### config.mk
export PLATFORM = sky130hd
export DESIGN_NAME = ps2_key_decoder
export DESIGN_NICKNAME = d
export VERILOG_FILES = /design/src/rtl/ps2_key_decoder.sv
export SDC_FILE = /design/constraint.sdc
export NUM_CORES = 1
export LEC_CHECK = 0
export BUFFER_PORTS_ARGS = -buffer_cell sky130_fd_sc_hd__buf_2
export CORE_UTILIZATION = 51
export CTS_CLUSTER_DIAMETER = 150
export CTS_CLUSTER_SIZE = 28
export DETAILED_ROUTE_END_ITERATION = 10
export PLACE_DENSITY_LB_ADDON = 0.05
export SYNTH_ARGS = -nofsm -noshare
export SYNTH_HDL_FRONTEND = slang
export SYNTH_SLANG_ARGS = --single-unit
### constraint.sdc
create_clock -name clk -period 2.3 [get_ports clk]
set_clock_uncertainty 0.2 [all_clocks]
set_input_delay 0.115 -clock clk [delete_from_list [all_inputs] [get_ports clk]]
set_output_delay 0.115 -clock clk [all_outputs]
set_load 0.01 [all_outputs]
### src/rtl/ps2_key_decoder.sv
// PS/2 scan-code decoder: pops raw bytes from the receiver, strips the
// E0/F0 prefixes, tracks Shift/Caps Lock and filters typematic repeats so
// every physical keypress yields one key_valid pulse for the lookup stage.
module ps2_key_decoder #(
  parameter logic [7:0] SHIFT_L = 8'h12,
  parameter logic [7:0] SHIFT_R = 8'h59,
  parameter logic [7:0] CAPS    = 8'h58,
  parameter int         CNT_W   = 8
) (
  input  logic             clk,
  input  logic             clrn,
  input  logic [7:0]       ps2_data,
  input  logic             ps2_ready,
  output logic             ps2_nextdata_n,
  output logic [7:0]       scan_code,
  output logic             shift,
  output logic             caps,
  output logic             key_down,
  output logic             key_valid,
  output logic [CNT_W-1:0] key_count
);

  typedef enum logic {IDLE = 1'b0, GAP = 1'b1} state_t;

  localparam logic [7:0] CODE_EXT = 8'hE0;
  localparam logic [7:0] CODE_BRK = 8'hF0;

  state_t             state_reg, state_next;
  logic               pop;
  logic [7:0]         scan_code_reg, scan_code_next;
  logic [1:0]         shift_reg, shift_next;
  logic               caps_reg, caps_next;
  logic               caps_held_reg, caps_held_next;
  logic               key_down_reg, key_down_next;
  logic               key_valid_reg, key_valid_next;
  logic [CNT_W-1:0]   key_count_reg, key_count_next;
  logic               brk_reg, brk_next;
  logic               ext_reg, ext_next;

  // Bit 0 tracks left Shift, bit 1 tracks right Shift.
  logic [1:0][7:0]    shift_codes;
  logic [1:0]         shift_hit;

  assign shift_codes[0] = SHIFT_L;
  assign shift_codes[1] = SHIFT_R;

  genvar gi;
  generate
    for (gi = 0; gi < 2; gi++) begin : g_shift_hit
      assign shift_hit[gi] = (ps2_data == shift_codes[gi]);
    end
  endgenerate

  // A byte is consumed on every IDLE cycle that finds the receiver non-empty.
  // The strobe is suppressed while reset is held so no byte is lost.
  assign pop            = (state_reg == IDLE) && ps2_ready;
  assign ps2_nextdata_n = ~(pop & clrn);

  assign scan_code = scan_code_reg;
  assign shift     = |shift_reg;
  assign caps      = caps_reg;
  assign key_down  = key_down_reg;
  assign key_valid = key_valid_reg;
  assign key_count = key_count_reg;

  // State register and all decode state.
  always_ff @(posedge clk or negedge clrn) begin
    if (!clrn) begin
      state_reg     <= IDLE;
      scan_code_reg <= '0;
      shift_reg     <= '0;
      caps_reg      <= 1'b0;
      caps_held_reg <= 1'b0;
      key_down_reg  <= 1'b0;
      key_valid_reg <= 1'b0;
      key_count_reg <= '0;
      brk_reg       <= 1'b0;
      ext_reg       <= 1'b0;
    end else begin
      state_reg     <= state_next;
      scan_code_reg <= scan_code_next;
      shift_reg     <= shift_next;
      caps_reg      <= caps_next;
      caps_held_reg <= caps_held_next;
      key_down_reg  <= key_down_next;
      key_valid_reg <= key_valid_next;
      key_count_reg <= key_count_next;
      brk_reg       <= brk_next;
      ext_reg       <= ext_next;
    end
  end

  // Handshake sequencing plus decode of the byte popped this cycle.
  always_comb begin
    state_next     = state_reg;
    scan_code_next = scan_code_reg;
    shift_next     = shift_reg;
    caps_next      = caps_reg;
    caps_held_next = caps_held_reg;
    key_down_next  = key_down_reg;
    key_valid_next = 1'b0;
    key_count_next = key_count_reg;
    brk_next       = brk_reg;
    ext_next       = ext_reg;

    case (state_reg)
      IDLE: if (pop) state_next = GAP;
      GAP:  state_next = IDLE;
      default: state_next = IDLE;
    endcase

    if (pop) begin
      if (ps2_data == CODE_EXT) begin
        ext_next = 1'b1;
      end else if (ps2_data == CODE_BRK) begin
        brk_next = 1'b1;
      end else if (brk_reg) begin
        // Release: extended releases never touch modifiers or key_down.
        if (!ext_reg) begin
          for (int i = 0; i < 2; i++) begin
            if (shift_hit[i]) shift_next[i] = 1'b0;
          end
          if (ps2_data == CAPS)          caps_held_next = 1'b0;
          if (ps2_data == scan_code_reg) key_down_next  = 1'b0;
        end
        brk_next = 1'b0;
        ext_next = 1'b0;
      end else if (ext_reg) begin
        ext_next = 1'b0;
      end else if (|shift_hit) begin
        shift_next = shift_reg | shift_hit;
      end else if (ps2_data == CAPS) begin
        // Only the first make toggles; typematic repeats wait for release.
        if (!caps_held_reg) begin
          caps_next      = ~caps_reg;
          caps_held_next = 1'b1;
        end
      end else if (key_down_reg && (ps2_data == scan_code_reg)) begin
        // Typematic repeat of the held key: nothing to report.
      end else begin
        scan_code_next = ps2_data;
        key_down_next  = 1'b1;
        key_valid_next = 1'b1;
        key_count_next = key_count_reg + CNT_W'(1);
      end
    end
  end

endmodule
[Yosys cells after proc, flatten, opt, wreduce, memory -nomap -nowiden]
Index checks and enable logic that the tools add are counted.
Storage, ports and cells
  register bits after elaboration: 25
  bits in latches: 0
  bits in writable memories: 0
  memory bits (read-only): 0
  input bits: 11
  output and inout bits: 21
  logic and storage cells: 83
  memories kept: 0
Operators by class
  add/sub/neg operators: 1
  $mul: 0
  divide/modulo/power cells: 0
  magnitude comparators: 0
  eq/ne operators: 13
  shift-type cells: 0
  multiplexer cells: 32
  bitwise operators: 13
  reductions and logical operators: 13
Operators by type and width (count)
  $mux 1: 27
  $reduce_and 8->1: 3
  $reduce_and 6->1: 3
  $eq 8x7->1 const B: 2
  $eq 8x8->1 const B: 2
  $not 1->1: 11
  $add 8x1->8 const B: 1
  $eq 8x5->1 const B: 1
  $eq 8x8->1: 1
  $mux 2: 4
  $ne 2x2->1 const B: 4
  $ne 2x1->1 const B: 3
  $reduce_and 2->1: 2
  $reduce_or 2->1: 2
  $logic_and 1x1->1: 2
  $or 2x2->2: 1
  $pmux 1 s2: 1
  $reduce_bool 2->1: 1
  $and 1x1->1: 1

[Logic depth before layout (Yosys ltp)]
  depth in word-level cells: 10
  gate-level depth with buffers: 6
  mapped depth without buffers: 5

[Worst setup path before layout]
No wires, ideal clock.
  kind: register to register
  start point: register scan_code_reg[4], in the netlist scan_code[4]
  end point: register key_count_reg[1], in the netlist key_count[1]
  library setup time: 0.125 ns
  data arrival time: 1.743 ns
  required time: 1.975 ns
  setup slack: 0.232 ns
  cell stages (with the launch flop): 7
  buffers on the path: 1
  period minus slack after synthesis: 2.068 ns
  path through: dfrtp_1 xor2_1 nor4_1 nand3_1 nand2_4 buf_12 mux2_4
Between the ends
  longest elaborated chain between the ends: 4
Ends and longest elaborated chain
  start, declared: line 30  | logic [7:0] scan_code_reg, scan_code_next;
  start signal, assigned: line 81  | scan_code_reg <= scan_code_next;
  $eq 8x8->1: line 138  | end else if (key_down_reg && (ps2_data == scan_code_reg)) begin
  $logic_and 1x1->1: line 138
  $not 1->1 (no source line)
  $reduce_and 8->1 (no source line)
  end signal, assigned: line 87  | key_count_reg <= key_count_next;
  end, declared: line 36  | logic [CNT_W-1:0] key_count_reg, key_count_next;
Every way passes these cells.
A chain may end at the register's enable or synchronous reset.

[Final worst setup path]
  start point: input ps2_data[6]
  end point: register scan_code_reg[5], in the netlist scan_code[5]
Between the ends
  longest elaborated chain between the ends: 4
  elaborated cells between the ends (all ways): 14
  those cells by class: 6 x eq/ne; 5 x bitwise; 3 x reduce/logical
Ends and longest elaborated chain
  start, declared: line 12  | input logic [7:0] ps2_data,
  $eq 8x5->1, or another cell as far along: line 50  | assign shift_hit[gi] = (ps2_data == shift_codes[gi]);
  $reduce_or 2->1 / $logic_and 1x1->1 (equally long branches): line 130, 138
  $not 1->1 (no source line)
  $reduce_and 8->1 (no source line) (*)
Every way passes the cells marked *; elsewhere a longest branch is shown, timed or not.

==> out/metrics.csv <==
metric,value,unit
areaGrowthSynthToFinish,26.8,%
cts_buffers,3,
cts_max_path_buffers,2,
slew-limit-headroom,72.3,%
crit_required,2.30,ns
design.core.area,2280,um2
global_route_wire_length_before_repair,3990,um
grtUsageTotal,20.4,%
timing.max_cap.violations,0,
synth.top_cells.by_area,"sky130_fd_sc_hd__dfrtp_1 (50%), sky130_fd_sc_hd__mux2_4 (9.5%), sky130_fd_sc_hd__xor2_1 (6.3%)",
multi_input_comb_area,596,um2
final_cell_mix,"sky130_fd_sc_hd__buf_2 (31), sky130_fd_sc_hd__dfrtp_1 (25), sky130_fd_sc_hd__xor2_1 (9), sky130_fd_sc_hd__dlygate4sd3_1 (9)",
synth_nets,114,
critical_path.max_stage_delay,0.52,ns
timing.hold.worst.class,in -> reg,
chipHeight,51.7,um
finalMaxSlewViolations,0,
postSynthCellCount,102,
synth.yosys.seq_area_share,49.6,%
number_of_global_route_vias_before_repair,918,
kind_of_launch_point_of_the_worst_setup_path,input pin,
initial_core_util,55.4,%
clock.fmax,450,MHz
grt_max_degree,27,
mostFrequentLayoutCell,sky130_fd_sc_hd__buf_2,
cellLeakagePower,0.000821,uW
final_nets,164,
final_design_area_no_fill,1600,um2
num-fill-cells,174,
worstSetupEndpointType,register,
cp_cell_sequence,dlygate4sd3_1 > buf_2 > or4b_4 > o31ai_4 > nor4b_4 > nand2_4 > mux2_1,
fin_crit,2.22,ns
boundaryPins,32,
number_of_antenna_violations_at_the_first_check_in_global_routing,0,
status,completed,
gp_congestion,0.828,
power.density_cell_area,766,nW/um2
worst-slew-pin-transition,0.410,ns
yosysWarnings,0,
synth.ff_latch_count,25,
timing.final.setup_violations,0,
antenna_left,0,
met1_usage,27.3,%
synth_area,1260,um2
place_ws,0.102,ns
finalWorstSetupSlack,0.0783,ns
critical_path_peak_fanout,11,
clock-root-buffer,sky130_fd_sc_hd__clkbuf_4,
hold_viol,0,
cts-htree-levels,1,
drt-vias-per-instance,5.16,
port-buffer-count,31,
worstSkewPairLatency,0.31,ns
route.detailed.wl_per_inst,13.3,um
synth_area_per_cell,12.4,um2
vdd.ir_drop.worst,517,uV
rows,17,
dr_total_vias,923,
grt_overflow_total,0,
place_hpwl,1650,um
synth.lib_cells_used.distinct,31,
synthDominantAreaCellType,sky130_fd_sc_hd__dfrtp_1,
drt-pass1-iter-count,4,
remaining_drc_errors,0,
data_arrival_critical_path,2.22,ns
drtIter0Drc,10,
place_area,1450,um2
cts_sink_cnt,25,
fin_worst_hold_slack,0.0200,ns
path_clk_slew,0.13,ns
rsz0062_at_grt,false,
die-width,51.7,um
global_route.usage.met3,2.63,%
grt-busiest-layer,met2,
synthDominantCellAreaShare,49.6,%
cts_tree,yes,
drive_above_1_share,36.4,%
area.sequential,626,um2
antenna_cells_inserted,0,
finalCritPeriodShare,96.6,%
grt_use_met2,34.0,%
wl,2380,um
criticalPathCategory,in -> reg,
setup-tns-final,0,ns
fp.dieArea,2680,um2
slowest_stage,sky130_fd_sc_hd__dlygate4sd3_1,
-- logic make-up after synthesis --
group	count (synthesis)	synth area share, %
simple gates	35	18.5
flops	25	49.6
xor+xnor	16	11.1
mux	11	12.0
buf+inv	8	3.67
compound gates	6	4.17
fa+ha+maj	1	0.992
-- final cells by class --
cell class / instances / share of cell area [%]
clock buffers: 4 / 1.64
well taps: 28 / 2.19
flip-flops and latches: 25 / 39.1
multi-input cells: 69 / 37.2
inverters: 7 / 1.64
repair buffers: 46 / 18.2
-- Yosys cell counts --
cell / number
sky130_fd_sc_hd__dfrtp_1: 25
sky130_fd_sc_hd__or2_1: 1
sky130_fd_sc_hd__a22oi_1: 1
sky130_fd_sc_hd__mux2_4: 8
sky130_fd_sc_hd__nor4b_4: 1
sky130_fd_sc_hd__o31ai_4: 1
sky130_fd_sc_hd__nor4_1: 2
sky130_fd_sc_hd__nand2_1: 5
sky130_fd_sc_hd__a41oi_1: 1
sky130_fd_sc_hd__and2b_1: 1
sky130_fd_sc_hd__nand2_4: 1
sky130_fd_sc_hd__nand3_1: 8
sky130_fd_sc_hd__nor2b_1: 1
sky130_fd_sc_hd__ha_1: 1
sky130_fd_sc_hd__or4_1: 1
sky130_fd_sc_hd__or4b_4: 1
sky130_fd_sc_hd__inv_1: 6
sky130_fd_sc_hd__mux2_1: 1
sky130_fd_sc_hd__nor4b_1: 1
sky130_fd_sc_hd__nor3_1: 2
sky130_fd_sc_hd__buf_12: 1
sky130_fd_sc_hd__a21oi_1: 2
sky130_fd_sc_hd__o21ai_1: 1
sky130_fd_sc_hd__and3_1: 5
sky130_fd_sc_hd__nor4b_2: 1
sky130_fd_sc_hd__nor2_1: 3
sky130_fd_sc_hd__mux2i_1: 2
sky130_fd_sc_hd__xnor2_1: 7
sky130_fd_sc_hd__xor2_1: 9
sky130_fd_sc_hd__inv_2: 1
sky130_fd_sc_hd__and3b_1: 1
-- metal layers --
layer  wire, um  vias up  share of wire (%)
met5          0        -                  0
met4         17        0               0.72
met3         65        2                2.7
met2       1170       17                 49
met1       1130      452                 47
li1           -      452                  -
-- final timing paths --
kind | startpoint | end | slack (ns) | cells past startpoint
max in group asynchronous | clrn | scan_code[0]$_DFFE_PN0P_ | 1.55 | 3
min in group asynchronous | clrn | ext_reg$_DFFE_PN0P_ | 0.10 | 3
worst max register to register | state_reg$_DFF_PN0_ | scan_code[5]$_DFFE_PN0P_ | 0.21 | 5
worst max-delay path | ps2_data[6] | scan_code[5]$_DFFE_PN0P_ | 0.08 | 7
worst min register to register | caps$_DFFE_PN0P_ | caps$_DFFE_PN0P_ | 0.28 | 1
worst min-delay path | ps2_data[0] | scan_code[0]$_DFFE_PN0P_ | 0.02 | 3
-- where the power goes --
part	total (uW)	internal, uW	leakage, uW	switching (uW)
Sequential	625	532	0.000297	93.0
Combinational	407	225	0.000509	183
Clock	192	67.6	0.0000150	124
Total	1220	824	0.000821	400
-- critical path: cells and delay by family --
kind                   cells  cell delay (ns)
multiplexers               1             0.34
AND/OR/NAND/NOR            3             0.79
AO/OA/AOI/OAI              1             0.29
buffers and inverters      2             0.67
-- what timing repair did --
item / in CTS / in global routing
resized for setup: 0 / 1
hold buffers: 9 / 0
setup buffers: 0 / 3
endpoints found under the setup margin: 0 / 9
endpoints found under the hold margin: 36 / 0
-- metrics by stage --
stage | power, uW | std cells | util [%]
floorplan | 872 | 102 | -
global placement | 1010 | 163 | 63.9
detailed placement | 1020 | 163 | 63.9
CTS | 1220 | 176 | 69.0
global route | 1290 | 179 | 70.3
finish | 1220 | 179 | 70.3
Power figures use the tool's default switching activity.
